## config.mk

```make
export PLATFORM = sky130hd
export DESIGN_NAME = mem_access
export DESIGN_NICKNAME = d
export VERILOG_FILES = /design/src/rtl/mem_access.sv
export SDC_FILE = /design/constraint.sdc
export NUM_CORES = 1
export LEC_CHECK = 0
export ABC_AREA = 0
export ABC_CLOCK_PERIOD_IN_PS = 2000
export CORE_AREA = 3 3 148 150
export CTS_CLUSTER_SIZE = 40
export DETAILED_ROUTE_END_ITERATION = 12
export DIE_AREA = 0 0 151 153
export SLEW_MARGIN = 20
export SYNTH_ARGS = -nofsm -noshare
export SYNTH_HDL_FRONTEND = slang
export SYNTH_SLANG_ARGS = --single-unit
```

## constraint.sdc

```tcl
create_clock -name clk -period 2 [get_ports clk]
set_input_delay 0.4 -clock clk [delete_from_list [all_inputs] [get_ports clk]]
set_output_delay 0.4 -clock clk [all_outputs]
set_load 0.05 [all_outputs]
```

## src/rtl/mem_access.sv

```systemverilog
// ---------------------------------------------------------------------------
// mem_access
//   Memory-access pipeline stage sitting after execute. Runs load/store
//   transactions on a req/ack data bus (big-endian byte lanes), stalls the
//   pipeline until each completes, and produces the MEM/WB write-back set
//   plus HI/LO forwarding values.
//
// Ports
//   clk, rst                 clock, synchronous active-high reset
//   aluop_i                  operation code (loads/stores decoded here)
//   mem_addr_i, reg2_i       effective address, store data
//   rw_i, wreg_i, wdata_i    EX write-back set
//   whilo_i, hi_i, lo_i      HI/LO write set (always passed through)
//   dbus_*                   data bus master interface
//   rw_o, wreg_o, wdata_o    write-back set to MEM/WB
//   whilo_o, hi_o, lo_o      HI/LO to MEM/WB and EX forward
//   stall_req                hold all upstream stages
//   align_err, bus_err       one-cycle error pulses
// ---------------------------------------------------------------------------
module mem_access #(
    parameter int ACK_TIMEOUT = 255
) (
    input  logic        clk,
    input  logic        rst,
    input  logic [7:0]  aluop_i,
    input  logic [31:0] mem_addr_i,
    input  logic [31:0] reg2_i,
    input  logic [4:0]  rw_i,
    input  logic        wreg_i,
    input  logic [31:0] wdata_i,
    input  logic        whilo_i,
    input  logic [31:0] hi_i,
    input  logic [31:0] lo_i,
    output logic        dbus_req,
    output logic        dbus_we,
    output logic [31:0] dbus_addr,
    output logic [3:0]  dbus_sel,
    output logic [31:0] dbus_wdata,
    input  logic [31:0] dbus_rdata,
    input  logic        dbus_ack,
    output logic [4:0]  rw_o,
    output logic        wreg_o,
    output logic [31:0] wdata_o,
    output logic        whilo_o,
    output logic [31:0] hi_o,
    output logic [31:0] lo_o,
    output logic        stall_req,
    output logic        align_err,
    output logic        bus_err
);

    localparam logic [7:0] EXE_LB_OP  = 8'b1110_0000;
    localparam logic [7:0] EXE_LH_OP  = 8'b1110_0001;
    localparam logic [7:0] EXE_LW_OP  = 8'b1110_0011;
    localparam logic [7:0] EXE_LBU_OP = 8'b1110_0100;
    localparam logic [7:0] EXE_LHU_OP = 8'b1110_0101;
    localparam logic [7:0] EXE_SB_OP  = 8'b1110_1000;
    localparam logic [7:0] EXE_SH_OP  = 8'b1110_1001;
    localparam logic [7:0] EXE_SW_OP  = 8'b1110_1011;

    localparam logic [7:0] CNT_LAST = 8'(ACK_TIMEOUT - 1);

    typedef enum logic [1:0] {IDLE, BUSY, DONE} state_t;

    state_t      state_q, state_d;
    logic [7:0]  cnt_q, cnt_d;
    logic [31:0] load_q, load_d;
    logic        err_q, err_d;

    // -----------------------------------------------------------------------
    // Decode
    // -----------------------------------------------------------------------
    logic        is_load, is_store, is_mem, misalign, mem_ok, timeout;
    logic [3:0]  sel;
    logic [31:0] st_data;

    always_comb begin
        is_load  = 1'b0;
        is_store = 1'b0;
        misalign = 1'b0;
        sel      = 4'b0000;
        st_data  = reg2_i;
        case (aluop_i)
            EXE_LB_OP, EXE_LBU_OP, EXE_SB_OP: begin
                sel     = 4'b1000 >> mem_addr_i[1:0];
                st_data = {4{reg2_i[7:0]}};
            end
            EXE_LH_OP, EXE_LHU_OP, EXE_SH_OP: begin
                sel      = mem_addr_i[1] ? 4'b0011 : 4'b1100;
                st_data  = {2{reg2_i[15:0]}};
                misalign = mem_addr_i[0];
            end
            EXE_LW_OP, EXE_SW_OP: begin
                sel      = 4'b1111;
                misalign = (mem_addr_i[1:0] != 2'b00);
            end
            default: ;
        endcase
        case (aluop_i)
            EXE_LB_OP, EXE_LBU_OP, EXE_LH_OP, EXE_LHU_OP, EXE_LW_OP: is_load = 1'b1;
            EXE_SB_OP, EXE_SH_OP, EXE_SW_OP:                         is_store = 1'b1;
            default: ;
        endcase
    end

    assign is_mem  = is_load | is_store;
    assign mem_ok  = is_mem & ~misalign;
    assign timeout = (state_q == BUSY) && (cnt_q == CNT_LAST);

    // Pick the addressed lane(s) out of a big-endian word and extend.
    function automatic logic [31:0] extract(input logic [7:0]  op,
                                            input logic [1:0]  a,
                                            input logic [31:0] rd);
        logic signed [7:0]  b;
        logic signed [15:0] h;
        b = $signed(rd[31 - 8*a -: 8]);
        h = $signed(a[1] ? rd[15:0] : rd[31:16]);
        case (op)
            EXE_LB_OP:  extract = 32'(signed'(b));
            EXE_LBU_OP: extract = {24'd0, b};
            EXE_LH_OP:  extract = 32'(signed'(h));
            EXE_LHU_OP: extract = {16'd0, h};
            default:    extract = rd;
        endcase
    endfunction

    // -----------------------------------------------------------------------
    // State register
    // -----------------------------------------------------------------------
    always_ff @(posedge clk) begin
        if (rst) begin
            state_q <= IDLE;
            cnt_q   <= 8'd0;
            load_q  <= 32'd0;
            err_q   <= 1'b0;
        end else begin
            state_q <= state_d;
            cnt_q   <= cnt_d;
            load_q  <= load_d;
            err_q   <= err_d;
        end
    end

    // -----------------------------------------------------------------------
    // Next-state logic. Ack only counts while a request is actually driven,
    // which is why the final BUSY cycle (req dropped) cannot complete.
    // -----------------------------------------------------------------------
    always_comb begin
        state_d = state_q;
        cnt_d   = cnt_q;
        load_d  = load_q;
        err_d   = err_q;
        case (state_q)
            IDLE: begin
                if (mem_ok) begin
                    err_d = 1'b0;
                    cnt_d = 8'd0;
                    if (dbus_ack) begin
                        load_d  = extract(aluop_i, mem_addr_i[1:0], dbus_rdata);
                        state_d = DONE;
                    end else begin
                        state_d = BUSY;
                    end
                end
            end
            BUSY: begin
                if (timeout) begin
                    err_d   = 1'b1;
                    state_d = DONE;
                end else if (dbus_ack) begin
                    load_d  = extract(aluop_i, mem_addr_i[1:0], dbus_rdata);
                    state_d = DONE;
                end else begin
                    cnt_d = cnt_q + 8'd1;
                end
            end
            DONE:    state_d = IDLE;
            default: state_d = IDLE;
        endcase
    end

    // -----------------------------------------------------------------------
    // Output logic. Write-back is suppressed while stalled so a stalled
    // MEM/WB never sees a half-finished load.
    // -----------------------------------------------------------------------
    always_comb begin
        dbus_req   = 1'b0;
        dbus_we    = 1'b0;
        dbus_addr  = 32'd0;
        dbus_sel   = 4'b0000;
        dbus_wdata = 32'd0;
        rw_o       = rw_i;
        wreg_o     = wreg_i;
        wdata_o    = wdata_i;
        whilo_o    = whilo_i;
        hi_o       = hi_i;
        lo_o       = lo_i;
        stall_req  = 1'b0;
        align_err  = 1'b0;
        bus_err    = 1'b0;
        case (state_q)
            IDLE: begin
                if (is_mem && misalign) begin
                    align_err = 1'b1;
                    wreg_o    = 1'b0;
                end else if (mem_ok) begin
                    dbus_req   = 1'b1;
                    dbus_we    = is_store;
                    dbus_addr  = {mem_addr_i[31:2], 2'b00};
                    dbus_sel   = sel;
                    dbus_wdata = st_data;
                    stall_req  = 1'b1;
                    wreg_o     = 1'b0;
                end
            end
            BUSY: begin
                dbus_req   = ~timeout;
                dbus_we    = is_store;
                dbus_addr  = {mem_addr_i[31:2], 2'b00};
                dbus_sel   = sel;
                dbus_wdata = st_data;
                stall_req  = 1'b1;
                wreg_o     = 1'b0;
                bus_err    = timeout;
            end
            DONE: begin
                wreg_o  = wreg_i & ~err_q;
                wdata_o = is_load ? load_q : wdata_i;
            end
            default: ;
        endcase
        if (rst) begin
            dbus_req   = 1'b0;
            dbus_we    = 1'b0;
            dbus_addr  = 32'd0;
            dbus_sel   = 4'b0000;
            dbus_wdata = 32'd0;
            rw_o       = 5'd0;
            wreg_o     = 1'b0;
            wdata_o    = 32'd0;
            whilo_o    = 1'b0;
            hi_o       = 32'd0;
            lo_o       = 32'd0;
            stall_req  = 1'b0;
            align_err  = 1'b0;
            bus_err    = 1'b0;
        end
    end

endmodule
```

* Yosys cells after proc, flatten, opt, wreduce, memory -nomap -nowiden
Cells that the tools add are included.
** Storage, ports and cells
- Input port bits :: 210
- Register bits after elaboration :: 43
- Logic and storage cells :: 106
- Output and inout port bits :: 176
** Operators by class
- Mux-type cells :: 62
- Reductions and logical operators :: 14
- Add/sub/neg operators :: 2
- Bitwise logic cells :: 6
- Eq/ne operators :: 16
- Shift-type cells :: 2
** Operators by type and width (number)
- $mux W32 :: 14
- $pmux W32 S2 :: 4
- $pmux W32 S4 :: 1
- $eq A8 B8 Y1 const B :: 9
- $shiftx A39 B33 Y8 :: 1
- $mux W8 :: 3
- $mux W1 :: 20
- $mux W16 :: 1
- $mux W4 :: 4
- $pmux W8 S2 :: 1
- $pmux W4 S3 :: 1
- $pmux W1 S2 :: 5
- $reduce_or A3 Y1 :: 3
- $add A8 B1 Y8 const B :: 1
- $mux W2 :: 4
- $ne A2 B2 Y1 const B :: 4
- $pmux W4 S2 :: 1
- $reduce_and A3 Y1 :: 2
- $sub A5 B5 Y6 const A :: 1
- $mux W5 :: 1
- $reduce_or A5 Y1 :: 1
- $pmux W2 S2 :: 1
- $reduce_and A4 Y1 :: 1
- $reduce_bool A2 Y1 :: 2
- 12 further kinds :: 16

* Logic depth before layout (Yosys ltp)
Gate-level depths: netlist (run 1).
- Depth after elaboration :: 9
- Depth in mapped cells :: 8
- Depth with buffers taken out :: 7

* Worst setup path before layout (run 1)
No wires, ideal clock.
- Path type :: input to output
- From :: in aluop_i[4]
- To :: out dbus_wdata[29]
- Setup slack :: -1.073 ns
- Stages on the path :: 7
- Arrival :: 2.673 ns
- Required time :: 1.600 ns
- Buffers on the path :: 3
- Cell sequence :: and4b_1 > buf_2 > and2_1 > clkbuf_1 > clkbuf_1 > nor2_1 > a211oi_1
** On the way
- Cells in the longest elaborated chain, start to end :: 9
- Elaborated cells between the ends (all ways) :: 25
- Those cells by class :: eq/ne (8); mux (8); bitwise (3); reduce/logical (6)
** Ends and longest elaborated chain
- start, declared :: line 25 : input logic [7:0] aluop_i,
- $eq A8 B8 Y1 :: line 83, 99
- $reduce_or A5 Y1, or another cell as far along :: line 99 : case (aluop_i)
- $mux W1 or $pmux W1 S2 (tied branches) :: line 99, 83
- $or A1 B1 Y1 or $not A1 Y1 (tied branches) :: line 106, 107
- $and A1 B1 Y1 :: line 107 : assign mem_ok = is_mem & ~misalign;
- $mux W32 :: line 206 : end else if (mem_ok) begin
- $mux W32 :: line 203 : if (is_mem && misalign) begin
- $pmux W32 S2 * :: line 201 : case (state_q)
- $mux W32 * :: line 232 : if (rst) begin
- end, declared :: line 38 : output logic [31:0] dbus_wdata,
Every way passes the cells marked *; elsewhere a longest branch is shown, timed or not.

* Worst setup path after layout (run 1)
- From :: in aluop_i[3]
- To :: out dbus_addr[14]
** On the way
- Cells in the longest elaborated chain, start to end :: 9
- Elaborated cells between the ends (all ways) :: 23
- Those cells by class :: eq/ne (8); mux (7); bitwise (3); reduce/logical (5)
** Ends and longest elaborated chain
- $eq A8 B8 Y1, on equally long branches :: line 83, 99
- $reduce_or A5 Y1, or another cell as far along :: line 99
- $mux W1 or $pmux W1 S2 (tied branches) :: line 99, 83
- $or A1 B1 Y1 or $not A1 Y1 (tied branches) :: line 106, 107
- $and A1 B1 Y1 :: line 107
- $mux W32 :: line 206
- $mux W32 * :: line 203
- $pmux W32 S2 * :: line 201
- $mux W32 * :: line 232
- end, declared :: line 36 : output logic [31:0] dbus_addr,
Marked as above.

==> impl_metrics.ini, run 1 <==
[run_status]
run_status = complete, but fails checks
violations_in_the_final_reports = setup timing

[timing]
final_min_period_over_clock_period_pct = 116
finalHoldWorstSlack_ps = 475
fmaxAchievable_mhz = 432
final.setup.tns_ps = -26330
final_hold_viol_count = 0
post_route_clock_skew_ps = 7.63
rsz0062_at_grt = true
drv_slew = 0
fin_ws_ps = -314
finalCriticalPeriod_ps = 2310
setup-violations-final = 103

[placement]
placedCellCount = 1332
port_buffers = 383
dp.final_hpwl_mm = 18.5
place_congestion = 0.841

[floorplan]
die_width_um = 151
boundaryPins = 386
fp.dieH_um = 153
die-area_mm2 = 0.0231
initial_core_util_pct = 20.2
row_count = 53
core_area_mm2 = 0.0208

[worst_setup_path]
end_kind = output pin
critical_path.startpoint_type = input pin
cp_slowest_stage_delay_ps = 260
rr_worst_depth = 9
cell_seen_most_often_among_critical_path_stages = sky130_fd_sc_hd__buf_8
timing.critical_path.arrival_ps = 1910
crit_path_top_delay_cell = sky130_fd_sc_hd__or2_4
crit_fanout = 8
timing.setup.critical_path_class = in -> out
timing.critical_path.cells = buf_8, or2_4, o22ai_4, nor2_4, o21ai_4, inv_4, buf_12, buf_16, and2_4, buf_8
critical_path_required_ps = 1600
bufs_and_invs_on_worst_path = 5
cpLargestDelayFamily = buffers and inverters
worstSetupPathDepth = 10

[min_path]
worstHoldPathCells = 2
holdCritPathClass = reg -> reg

[clock_network]
cts_max_path_buffers = 2
cts.reportedPaths.clkPinSlew_ps = 70
clk_latency_ps = 290
ctsHoldBuffers = 0
numCtsBuffers = 5
clock_tree.root_cell = sky130_fd_sc_hd__clkbuf_16
cts_sinks = 43
cts_tree = done
cts-htree-levels = 2

[global_route]
wire_length_of_the_first_global_routing_pass_mm = 36.8
number_of_antenna_violations_at_the_first_check_in_global_routing = 1
grt_use_total_pct = 20.1
gr-total-overflow = 0
grt_pass1_vias = 6457
largest_net_degree_at_the_start_of_global_routing = 59

[drt]
detailedRoute.firstIterationViolations = 246
dr.pass1.iters = 4
drt-vias-per-instance = 4.63
route.vias.total = 6396
finalWirelength_mm = 24.9
route.antenna.remaining_nets = 0
wl_per_cell_um = 18.0
drc = 0

[job]
timing.max_cap.violations = 0

[final_layout]
filler_cell_count_in_the_final_layout = 1805
drive_above_1_share_pct = 49.4
area_growth_syn_to_layout_pct = 181
finish.utilization_pct = 56.8
final_net_count = 1315
finalNonFillerCells = 1380

[yosys]
synthDominantAreaCellType = sky130_fd_sc_hd__dfxtp_1
synthMostInstantiatedCell = sky130_fd_sc_hd__nand2_1
post_synth_instance_area_mm2 = 0.00421
postSynthCellCount = 644
ys_async_sr_fraction_pct = 0
synth_largest_type_area_fraction_pct = 20.4
leading_cell_types_by_count_after_synthesis = 134 x sky130_fd_sc_hd__nand2_1, 73 x sky130_fd_sc_hd__nor2_1, 73 x sky130_fd_sc_hd__nor2b_1
synth.avg_cell_area_um2 = 6.54
synth-seq-area-share_pct = 20.4
synth.yosys.warnings = 0
netlist_top_cells_area = sky130_fd_sc_hd__dfxtp_1 20%, sky130_fd_sc_hd__nand2_1 12%, sky130_fd_sc_hd__nor2b_1 11%, sky130_fd_sc_hd__a21oi_1 7.7%, sky130_fd_sc_hd__nor2_1 6.5%
synthDistinctLibCells = 61
edff_count_synth = 0
synth_seq_cells = 43
postSynth.topFlopCell = sky130_fd_sc_hd__dfxtp_1

[power_and_ir_drop]
irDropWorstVdd_mv = 0.258
power_per_cell_area_mw_per_mm2 = 314
total_leakage_power_uw = 0.00495
[cell usage in the layout, fill, tap and decap left out, types with 7 or more instances in the layout]
cell	instances
sky130_fd_sc_hd__buf_12	82
sky130_fd_sc_hd__nor2b_1	73
sky130_fd_sc_hd__nand2_2	25
sky130_fd_sc_hd__nor2_1	66
sky130_fd_sc_hd__and2_4	39
sky130_fd_sc_hd__o221ai_1	7
sky130_fd_sc_hd__a211oi_1	14
sky130_fd_sc_hd__o21a_1	7
sky130_fd_sc_hd__mux2i_1	12
sky130_fd_sc_hd__a21oi_1	10
sky130_fd_sc_hd__buf_6	66
sky130_fd_sc_hd__buf_8	20
sky130_fd_sc_hd__nand2_1	69
sky130_fd_sc_hd__a22o_1	9
sky130_fd_sc_hd__clkdlybuf4s50_1	197
sky130_fd_sc_hd__o21ai_1	8
sky130_fd_sc_hd__a211oi_2	13
sky130_fd_sc_hd__buf_4	126
sky130_fd_sc_hd__buf_16	8
sky130_fd_sc_hd__nand2_4	39
sky130_fd_sc_hd__dfxtp_1	40
sky130_fd_sc_hd__a21oi_4	53
sky130_fd_sc_hd__clkbuf_16	8
[cell families after synthesis]
| group | synth area share [%] |
|---|---|
| compound gates | 27.3 |
| buf+inv | 6.60 |
| mux | 2.85 |
| xor+xnor | 0.208 |
| other cells | 0.0891 |
| flops | 20.4 |
| simple gates | 41.9 |
| fa+ha+maj | 0.594 |
[tightest hold or removal path, stage by stage, from the launching register on]
cell and delay, ps:
sky130_fd_sc_hd__dfxtp_1 320, sky130_fd_sc_hd__nand2_1 60, sky130_fd_sc_hd__a21oi_1 50
[final timing paths]
kind | from | endpoint | slack (ps)
max | aluop_i[3] | dbus_addr[14] | -310
min reg2reg | load_q[12] | load_q[12] | 470
max reg2reg | cnt_q[0] | cnt_q[7] | 110
min | load_q[12] | load_q[12] | 470
[repair_timing]
| action | CTS | global route |
|---|---|---|
| setup buffers | 27 | 6 |
| gates resized for setup | 190 | 61 |
| endpoints found under the setup margin | 136 | 113 |
| pin swaps | 32 | 49 |
| gates cloned | 10 | 3 |
[flip-flops by register name, summed over array words and instances, names as in the netlist]
register / flops
load_q: 32
err_q: 1
cnt_q: 8
state_q: 2
[final cells by class]
| class | instances | area (um2) | share of cell area (%) |
|---|---|---|---|
| clock buffer | 5 | 125 | 1.06 |
| antenna | 1 | 2.50 | 0.0212 |
| sequential | 43 | 865 | 7.31 |
| clock inverter | 3 | 43.8 | 0.370 |
| inverter | 4 | 17.5 | 0.148 |
| tap | 275 | 344 | 2.91 |
| multi-input combinational | 541 | 4490 | 38.0 |
| timing repair buffer | 508 | 5940 | 50.2 |
[per-stage QoR]
step           cell area, um2  setup WS [ps]  total power [uW]
4_1_cts                 11600           -340              3710
2_1_floorplan            5540           -277              1750
6_report                11800           -314              3720
3_3_place_gp            10400           -728              2690
5_1_grt                 11800           -369              3870
3_5_place_dp            10400           -778              2700
[report_power, final]
| part | total, uW | switching [uW] | internal, uW |
|---|---|---|---|
| clock | 949 | 359 | 590 |
| sequential | 875 | 9.48 | 866 |
| combinational | 1890 | 959 | 935 |
[metal layers]
metal / part of all wire (%) / track usage (%)
met5: 0 / 0
met4: 1.5 / 4.15
met3: 5.7 / 3.59
met2: 53 / 36.2
met1: 40 / 24.7
(Power assumes the default switching activity.)
==> run 2: changes to the inputs <==
SETUP_SLACK_MARGIN = 0.2   (was not set)
==> run 2 against run 1 <==
The run still ends with setup timing left; critical path depth unchanged; sequential cell count unchanged; power increased by 7.4%; cell count increased by 1.9%; critical path type unchanged; wire length increased by 2.2%; sequential share of layout area decreased by 0.47 points; clock power increased by 15%; sequential power about the same; largest cell class unchanged; fmax decreased by 0.96%; final area increased by 8.3%.
==> impl_metrics.ini, run 2 (synthesis gave the netlist of run 1 again) <==
[worst_setup_path]
timing.critical_path.from = aluop_i[4]
crit_fanout = 6
cpLargestDelayFamily = buffers and inverters
critical_path_required_ps = 1600
critical_path.startpoint_type = input pin
cp_slowest_stage_delay_ps = 350
worstSetupPathDepth = 10
crit_path_top_delay_cell = sky130_fd_sc_hd__and4b_2
timing.critical_path.cells = buf_8, and4b_2, buf_6, and3_4, buf_12, buf_12, buf_16, nand2_4, a21oi_4, buf_8
r2r-start = cnt_q[2]
timing.rr.end = load_q[2]
end_kind = output pin
timing.setup.critical_path_class = in -> out
bufs_and_invs_on_worst_path = 6
timing.critical_path.arrival_ps = 1940
worst_reg_to_reg_setup_slack_ps = 130
crit_end = wdata_o[22]
rr_worst_depth = 7

[clock_network]
clk_latency_ps = 290
ctsHoldBuffers = 0
numCtsBuffers = 5
cts_tree = done
cts_max_path_buffers = 2
cts_sinks = 43
cts-htree-levels = 2
cts.reportedPaths.clkPinSlew_ps = 70
clock_tree.root_cell = sky130_fd_sc_hd__clkbuf_16

[global_route]
number_of_antenna_violations_at_the_first_check_in_global_routing = 2
grt_pass1_vias = 6705
grt_use_total_pct = 20.6
largest_net_degree_at_the_start_of_global_routing = 71
wire_length_of_the_first_global_routing_pass_mm = 38.2
gr-total-overflow = 0

[power_and_ir_drop]
comb_power_share_pct = 50.9
share_clk_of_total_power_pct = 27.3
pint_uw = 2620
total_leakage_power_uw = 0.00542
post-layout-total-power_uw = 3990
power_frac_seq_pct = 21.9
power.net_switching_uw = 1380
irDropWorstVdd_mv = 0.401
power_switching_share_pct = 34.5
power_per_cell_area_mw_per_mm2 = 312

[drt]
drc = 0
finalWirelength_mm = 25.4
top_layer_used = met4
wl_per_cell_um = 18.1
route.antenna.remaining_nets = 0
route.vias.total = 6576
detailroute.wirelength.met2_mm = 13.2
met1Wirelength_mm = 9.88
detailedRoute.firstIterationViolations = 210
dr.pass1.iters = 5
drt-vias-per-instance = 4.68
met3WireLength_mm = 1.87

[job]
timing.max_cap.violations = 0

[placement]
port_buffers = 383
dp.final_hpwl_mm = 18.6
place_congestion = 0.871
placedCellCount = 1339

[min_path]
holdCritPathClass = in -> reg

[timing]
fin_ws_ps = -336
final_min_period_over_clock_period_pct = 117
rsz0062_at_grt = true
finalHoldWorstSlack_ps = 459
post_route_clock_skew_ps = 5.53
final_hold_viol_count = 0
relSlewSlack_pct = 58.4
drv_slew = 0
setup-violations-final = 106
finalCriticalPeriod_ps = 2340
final.setup.tns_ps = -26000
worst-slew-pin-transition_ps = 624
fmaxAchievable_mhz = 428

[run_status]
violations_in_the_final_reports = setup timing
run_status = complete, but fails checks

[floorplan]
die-area_mm2 = 0.0231
die_width_um = 151
row_count = 53
boundaryPins = 386
fp.dieH_um = 153
core_area_mm2 = 0.0208
initial_core_util_pct = 20.2

[final_layout]
area_growth_syn_to_layout_pct = 204
largest_reg_flops = 32
layout.cells.most_common_list = 196 x sky130_fd_sc_hd__clkdlybuf4s50_1, 98 x sky130_fd_sc_hd__buf_12, 87 x sky130_fd_sc_hd__nand2_1, 87 x sky130_fd_sc_hd__buf_4, 75 x sky130_fd_sc_hd__buf_6
final_net_count = 1340
register_bank_with_the_most_flops = load_q
finalNonFillerCells = 1406
drive_above_1_share_pct = 55.0
reg.largest.list = load_q (32), cnt_q (8), state_q (2)
layout.cells.most_common = sky130_fd_sc_hd__clkdlybuf4s50_1
-- run 2: area by class of cell --
type | instances | area [um2]
Fill cell | 1719 | 8020
Clock buffer | 5 | 125
Inverter | 4 | 31.3
Clock inverter | 3 | 67.6
Antenna cell | 2 | 5.00
Tap cell | 275 | 344
Multi-Input combinational cell | 541 | 4690
Timing Repair Buffer | 533 | 6670
Sequential cell | 43 | 876
-- run 2: how the worst min path moves through the flow --
stage	end	slack, ps	cells after the start	from
after floorplan	cnt_q[3]	460	1	cnt_q[3]
after global placement	load_q[8]	480	2	load_q[8]
after detailed placement	load_q[11]	480	2	load_q[11]
after CTS	state_q[1]	480	3	rst
after global routing	cnt_q[2]	500	1	cnt_q[2]
final	state_q[1]	460	3	rst
-- run 2: tightest hold or removal path, delay by kind of cell --
kind                   cells  cell delay [ps]
AND/OR/NAND/NOR            1               60
AO/OA/AOI/OAI              1              110
buffers and inverters      1              140
-- run 2: power groups by stage --
stage	combinational (uW)	clock [uW]	sequential, uW
final	2030	1090	874
after global routing	2120	1130	874
after CTS	2000	1100	875
after detailed placement	1880	0	896
after global placement	1870	0	896
after floorplan	887	0	893
-- run 2: per-layer routing --
metal,vias up,track usage [%]
met5,-,0
met4,0,3.89
met3,36,5.43
met2,267,36.7
met1,3093,24.8
li1,3180,-
-- run 2: timing repair --
action | in CTS | in global routing
setup buffers | 38 | 4
pin swaps | 60 | 16
gates cloned | 10 | 5
endpoints found under the setup margin | 144 | 144
gates resized for setup | 253 | 75
-- run 2: metrics by stage --
step / cell area, um2 / setup WS, ps / utilization (%)
floorplan: 5740 / -277 / -
global placement: 10800 / -825 / 51.9
detailed placement: 10800 / -858 / 51.9
CTS: 12300 / -325 / 59.3
global route: 12800 / -373 / 61.5
finish: 12800 / -336 / 61.5
